File: src/rtl/alu_op_sequencer.sv
// alu_op_sequencer
//   Accepts one ALU operation per start/done handshake, drives the ALU operand
//   and opcode inputs from registers, and captures the ALU result into LO/HI.
//   Single-cycle ops finish in a fixed EXEC cycle. DIV pulses the divider reset
//   and then waits a counted number of cycles. Divide-by-zero and unsupported
//   opcodes finish immediately with out_err set.
//
// Ports
//   clk, in_reset_n                   clock, asynchronous active-low reset
//   in_start, in_opcode, in_a, in_b   request and its operands (sampled in IDLE)
//   in_alu_result                     ALU result (HI = [63:32], LO = [31:0])
//   out_alu_a/b/opcode                registered ALU inputs, held until the next accept
//   out_div_reset                     one-cycle divider reset pulse
//   out_busy, out_done                busy outside IDLE, one-cycle completion pulse
//   out_err                           error flag, cleared on the next accept
//   out_lo, out_hi                    result registers
module alu_op_sequencer #(
  parameter int unsigned DIV_CYCLES = 32
) (
  input  logic        clk,
  input  logic        in_reset_n,
  input  logic        in_start,
  input  logic [3:0]  in_opcode,
  input  logic [31:0] in_a,
  input  logic [31:0] in_b,
  input  logic [63:0] in_alu_result,
  output logic [31:0] out_alu_a,
  output logic [31:0] out_alu_b,
  output logic [3:0]  out_alu_opcode,
  output logic        out_div_reset,
  output logic        out_busy,
  output logic        out_done,
  output logic        out_err,
  output logic [31:0] out_lo,
  output logic [31:0] out_hi
);

  localparam logic [3:0] OP_MUL   = 4'b1000;
  localparam logic [3:0] OP_DIV   = 4'b1001;
  localparam logic [7:0] CNT_LOAD = 8'(DIV_CYCLES - 1);

  typedef enum logic [2:0] {
    IDLE,
    EXEC,
    DIV_RST,
    DIV_WAIT,
    DONE
  } state_t;

  state_t      state, state_nxt;
  logic [7:0]  cnt, cnt_nxt;
  logic [31:0] alu_a_nxt, alu_b_nxt, lo_nxt, hi_nxt;
  logic [3:0]  alu_opcode_nxt;
  logic        err_nxt;

  // Control outputs are pure state decodes, so reset forces them to 0 along with the state.
  assign out_busy      = (state != IDLE);
  assign out_done      = (state == DONE);
  assign out_div_reset = (state == DIV_RST);

  always_ff @(posedge clk or negedge in_reset_n) begin
    if (!in_reset_n) begin
      state          <= IDLE;
      cnt            <= 8'd0;
      out_alu_a      <= 32'd0;
      out_alu_b      <= 32'd0;
      out_alu_opcode <= 4'd0;
      out_err        <= 1'b0;
      out_lo         <= 32'd0;
      out_hi         <= 32'd0;
    end else begin
      state          <= state_nxt;
      cnt            <= cnt_nxt;
      out_alu_a      <= alu_a_nxt;
      out_alu_b      <= alu_b_nxt;
      out_alu_opcode <= alu_opcode_nxt;
      out_err        <= err_nxt;
      out_lo         <= lo_nxt;
      out_hi         <= hi_nxt;
    end
  end

  always_comb begin
    state_nxt      = state;
    cnt_nxt        = cnt;
    alu_a_nxt      = out_alu_a;
    alu_b_nxt      = out_alu_b;
    alu_opcode_nxt = out_alu_opcode;
    err_nxt        = out_err;
    lo_nxt         = out_lo;
    hi_nxt         = out_hi;

    case (state)
      IDLE: begin
        if (in_start) begin
          alu_a_nxt      = in_a;
          alu_b_nxt      = in_b;
          alu_opcode_nxt = in_opcode;
          err_nxt        = 1'b0;
          if (in_opcode == OP_DIV) begin
            if (in_b == 32'd0) begin
              // Divide-by-zero never reaches the divider; report saturated quotient, dividend as remainder.
              err_nxt   = 1'b1;
              lo_nxt    = 32'hFFFF_FFFF;
              hi_nxt    = in_a;
              state_nxt = DONE;
            end else begin
              state_nxt = DIV_RST;
            end
          end else if (in_opcode[3:2] == 2'b11) begin
            err_nxt   = 1'b1;
            state_nxt = DONE;
          end else begin
            state_nxt = EXEC;
          end
        end
      end

      EXEC: begin
        lo_nxt = in_alu_result[31:0];
        if (out_alu_opcode == OP_MUL) begin
          hi_nxt = in_alu_result[63:32];
        end
        state_nxt = DONE;
      end

      DIV_RST: begin
        cnt_nxt   = CNT_LOAD;
        state_nxt = DIV_WAIT;
      end

      DIV_WAIT: begin
        // The divider output is sampled in the cycle the counter reaches 0,
        // which is DIV_CYCLES cycles after the reset pulse ended.
        if (cnt == 8'd0) begin
          lo_nxt    = in_alu_result[31:0];
          hi_nxt    = in_alu_result[63:32];
          state_nxt = DONE;
        end else begin
          cnt_nxt = cnt - 8'd1;
        end
      end

      DONE: begin
        state_nxt = IDLE;
      end

      default: begin
        state_nxt = IDLE;
      end
    endcase
  end

endmodule
File: config.mk
export PLATFORM = sky130hd
export DESIGN_NAME = alu_op_sequencer
export DESIGN_NICKNAME = d
export VERILOG_FILES = /design/src/rtl/alu_op_sequencer.sv
export SDC_FILE = /design/constraint.sdc
export NUM_CORES = 1
export LEC_CHECK = 0
export CAP_MARGIN = 20
export CORE_UTILIZATION = 40
export DETAILED_ROUTE_END_ITERATION = 8
export PLACE_DENSITY_LB_ADDON = 0.2
export SYNTH_ARGS = -nofsm -noshare
export SYNTH_HDL_FRONTEND = slang
export SYNTH_SLANG_ARGS = --single-unit
File: constraint.sdc
create_clock -name clk -period 2.5 [get_ports clk]
set_input_delay 0.5 -clock clk [delete_from_list [all_inputs] [get_ports clk]]
set_output_delay 0.5 -clock clk [all_outputs]
set_load 0.1 [all_outputs]
After elaboration in Yosys (flattened, before gate mapping)
Cells that the tools add are included.

Register bits: 144. Input port bits: 135. Output and inout port bits: 136. Logic and storage cells: 55.

Add/sub/neg operators: 1. Equal/unequal tests: 13. Multiplexer cells: 22. Reductions and logical operators: 11.

Operators with widths (count): 32-bit two-way mux (9); 32-bit case mux with 3 select lines (2); 32-bit zero test (1); 8-bit case mux with 2 select lines (1); 3-bit two-way mux (5); 2-bit inequality test, second input constant (6); 3-bit case mux with 4 select lines (1); 4-bit == test, second input constant (2); 8-bit zero test (1); 8-bit two-way mux (1); 8-bit by 1-bit subtractor with 8-bit output, second input constant (1); 3-bit by 2-bit == test with 1-bit output, second input constant (2); 2-bit AND reduction (3); 6-bit AND reduction (1); 3-bit nonzero test (2); 5-bit AND reduction (1); 3-bit by 1-bit == test with 1-bit output, second input constant (1); 3-bit == test, second input constant (1); 3-bit zero test (1); 1-bit two-way mux (3); 2-bit == test, second input constant (1); 2-bit nonzero test (1).

Longest topological paths before layout
Depth after elaboration: 5. Gate-level depth with buffers: 8. Gate-level depth less buffers: 7.

Worst setup path after synthesis
OpenSTA, ideal clock, no wires.

Path type: register to output. Start point: reg state[0]. End point: out out_done. Data arrival time: 2.758 ns. Data required time: 2.000 ns. Slack: -0.758 ns. Cell stages (with the launch flop): 3. Buffers on the path: 1. Cells stage by stage: dfrtp_1 -> clkbuf_1 -> nor3b_1.

Cells in the longest elaborated chain, start to end: 1.

Ends and longest elaborated chain: start: declaration (line 50) `state_t state, state_nxt;`; start signal: assignment (line 72) `state <= state_nxt;`; 3-bit == test (line 58) `assign out_done = (state == DONE);`; end: declaration (line 32) `output logic out_done,`.

No other way between the ends.

Final worst setup path
Start point: reg state[2]. End point: out out_div_reset.

Cells in the longest elaborated chain, start to end: 1.

Ends and longest elaborated chain: 3-bit by 2-bit == test with 1-bit output (line 59) `assign out_div_reset = (state == DIV_RST);`; end: declaration (line 30) `output logic out_div_reset,`.

No other way between the ends.

==> impl_results.md <==
* Deepest clock path buffer count at 2
* Clock Tree Root: sky130_fd_sc_hd__clkbuf_16
* Clock slew at the register clock pins of the worst setup and hold paths at 50 ps
* Slew of the pin with the lowest slew margin at approximately 630 ps
* Via count of the first global-routing pass at about 5200
* Maximum fanout count along the critical path at 9
* Die outline height at approximately 130 um
* Hold Crit Class: input port to async pin
* Final hold violations at 0
* Chip Width at 127 um
* Fraction of synthesized cell area in xor and xnor cells at less than 1%
* Wire length of the first global-routing pass at approximately 27000 um
* Vias per cell at between 5 and 6
* HPWL after DPL at around 13000 um
* DR iter-0 viols at 183
* Share of layout cells above drive strength 1 at between 30% and 40%
* Routed length on met3 at around 1100 um
* Highest metal layer used by the detailed router: met4
* Pre-Repair DR Iteration Count at 4
* Post-synthesis cell count at between 400 and 500
* Pin count of the biggest net entering global routing at 67
* Endpoint class of the critical path: output port
* Later-pin clock latency in the skew report at between 400 and 500 ps
* Worst slew slack as a fraction of its limit at between 50 and 60%
* Signed area change from the synthesized netlist to the final layout at 52.5%
* Wl on met1 at roughly 6900 um
* Mux share of post-synthesis cell area at between 10% and 20%
* Sequential area share after synthesis at between 50% and 60%
* Max-cap violations at 0
* Main combinational cell family by area after synthesis: multiplexers
* Top cells by area in the synthesized netlist: sky130_fd_sc_hd__dfrtp_1 (58%), sky130_fd_sc_hd__mux2_2 (12%), sky130_fd_sc_hd__mux2i_1 (5.3%)
* Synth Flop Type: sky130_fd_sc_hd__dfrtp_1
* Overall via count from detail_route at 5126
* Total die area at ~16000 sq um
* Type of the setup path with the least slack: flip-flop to output port
* Simple logic cell fraction of the synthesized area at ~4%
* Total nets after synthesis at 623
* I/O Pins at approximately 270
* Minimum clock period at ~2300 ps
* Placer Congestion at around 0.77
* Post-synthesis area per instance at roughly 13 sq um
* Number of distinct library cells after synthesis at 43
* DRC viols at 0
* Final cell utilization of the core at a little over three fifths
* Worst Setup Start Kind: flip-flop
* Most area-hungry cell type in the Yosys netlist: sky130_fd_sc_hd__dfrtp_1
* Wire length per cell after detailed routing at between 15 and 20 um
* Ys async rst share at 100%
* Final period util at approximately 91%
* Number of antenna violations at the first check in global routing at 0
* Aggregate global routing overflow at 0
* RSZ-0062 raised after global routing: false
* Count of final setup violators at 0
* Final-report max-slew violation count at 0
* ANT nets after route at 0
* Most numerous cell in the Yosys netlist: sky130_fd_sc_hd__dfrtp_1
* Worst Skew at 4.59 ps
* Arrival @ worst endpoint at between 1500 and 2000 ps
* Placement row count at 45
* Fraction of the mapped netlist area in adder cells at less than 1%
* Fill cells at 1214
* Total clock sinks at 144
* # port buffers at 270
* TritonCTS clock tree: done
* Number of nets in the layout at approximately 890
* Met2 routed wirelength at approximately 9300 um
* Core Footprint at 15200 sq um
* Status: completed
* Yosys top cell area share at around 58%
* Required time of the critical path at ~2000 ps
* Final routed wirelength across all metal layers at around 18000 um
* Synth warn at 0
* Overall global routing resource usage at around 22%
* Max Fclk at 437 MHz
* Seq cells post-synth at 144
* Antenna diode count at 0
* Top post-synthesis cells by count: sky130_fd_sc_hd__dfrtp_1 (144), sky130_fd_sc_hd__mux2_2 (69), sky130_fd_sc_hd__a21oi_1 (38)
* Number of buffers created by CTS at 17
* Count of H-tree levels built during CTS at 4
* Compound-Gate Fraction of Synth Area at ~17%
* Number of enable-type register cells in the synthesized netlist at 0
* Cell Area, Synth at 6250 sq um
* Starting Density at around two fifths
## stage by stage
stage	setup TNS (ps)	cell area, sq um	worst slack (ps)	hold WS (ps)	cells
after CTS	0	9510	139	102	954
after global routing	0	9540	68.1	110	956
final	0	9540	214	83.8	956
after floorplan	0	6260	161	204	486
after global placement	-7830	8980	-145	491	924
after detailed placement	-12130	8980	-236	492	924
## logic make-up after synthesis
group	Yosys count
DFF	144
muxes	102
and+or+nand+nor	43
buffers and inverters	45
adders and majority gates	2
xor gates and xnor gates	2
AOI/OAI and AO/OA	148
## metal layers
layer / up-vias / track usage (%)
met3: 33 / 6.37
li1: 2382 / -
met5: - / 0
met1: 2535 / 24.9
met2: 176 / 38.7
met4: 0 / 9.38
## final cells by class
type / count / area, sq um / share of cell area (%)
timing repair buffer: 291 / 2660 / 27.8
sequential: 144 / 3600 / 37.8
clock inverter: 6 / 60.1 / 0.630
clock buffer: 24 / 472 / 4.95
multi-input combinational: 297 / 2490 / 26.1
tap: 188 / 235 / 2.47
inverter: 6 / 22.5 / 0.236
## final timing paths
kind,cells after the start,end,slack (ps),start
max in group asynchronous,2,out_alu_a[12],1750,in_reset_n
min reg2reg,1,cnt[0],500,cnt[0]
max,3,out_div_reset,210,state[2]
min in group clk,1,cnt[0],500,cnt[0]
min,1,out_lo[2],80,in_reset_n
max reg2reg,9,out_hi[12],220,cnt[0]
## cells in the final DEF (no fill, tap or decap), types with 2 or more instances in the layout
cell / netlist / final
sky130_fd_sc_hd__a21o_1: 32 / 32
sky130_fd_sc_hd__a21oi_1: 38 / 38
sky130_fd_sc_hd__a31oi_1: 33 / 33
sky130_fd_sc_hd__buf_12: 0 / 9
sky130_fd_sc_hd__buf_4: 0 / 146
sky130_fd_sc_hd__buf_6: 3 / 2
sky130_fd_sc_hd__clkbuf_1: 26 / 5
sky130_fd_sc_hd__clkbuf_16: 0 / 18
sky130_fd_sc_hd__clkbuf_8: 0 / 2
sky130_fd_sc_hd__clkdlybuf4s50_1: 0 / 133
sky130_fd_sc_hd__clkinv_2: 0 / 3
sky130_fd_sc_hd__clkinvlp_4: 0 / 2
sky130_fd_sc_hd__dfrtp_1: 144 / 144
sky130_fd_sc_hd__ha_1: 2 / 2
sky130_fd_sc_hd__inv_1: 6 / 5
sky130_fd_sc_hd__mux2_2: 69 / 69
sky130_fd_sc_hd__mux2i_1: 33 / 33
sky130_fd_sc_hd__nand2_1: 6 / 6
sky130_fd_sc_hd__nand4_1: 2 / 2
sky130_fd_sc_hd__nor2_1: 6 / 5
sky130_fd_sc_hd__nor3_1: 6 / 6
sky130_fd_sc_hd__nor3b_2: 0 / 2
sky130_fd_sc_hd__nor4_1: 9 / 9
sky130_fd_sc_hd__o21ai_0: 2 / 2
sky130_fd_sc_hd__o31a_1: 32 / 32
sky130_fd_sc_hd__or3_1: 2 / 2
## state kept, by name (all words and copies together) (netlist names)
signal,cells
cnt,8
out_alu_a,32
out_alu_b,32
out_alu_opcode,4
out_err,1
out_hi,32
out_lo,32
state,3
## worst max-delay path, cell delays in order, from the launching register on
cell and delay, ps:
sky130_fd_sc_hd__dfrtp_1 500, sky130_fd_sc_hd__or3_1 520, sky130_fd_sc_hd__inv_1 170, sky130_fd_sc_hd__buf_12 190
## repair_timing
item,in CTS,in global routing
pin swaps,0,1
setup endpoints to repair,1,5
hold buffers,0,0
gates resized for setup,1,1
gates cloned,0,1
buffers inserted,0,1
Power is not shown: default switching activity piles up to over one toggle a cycle in this logic, so the estimate is an artifact.
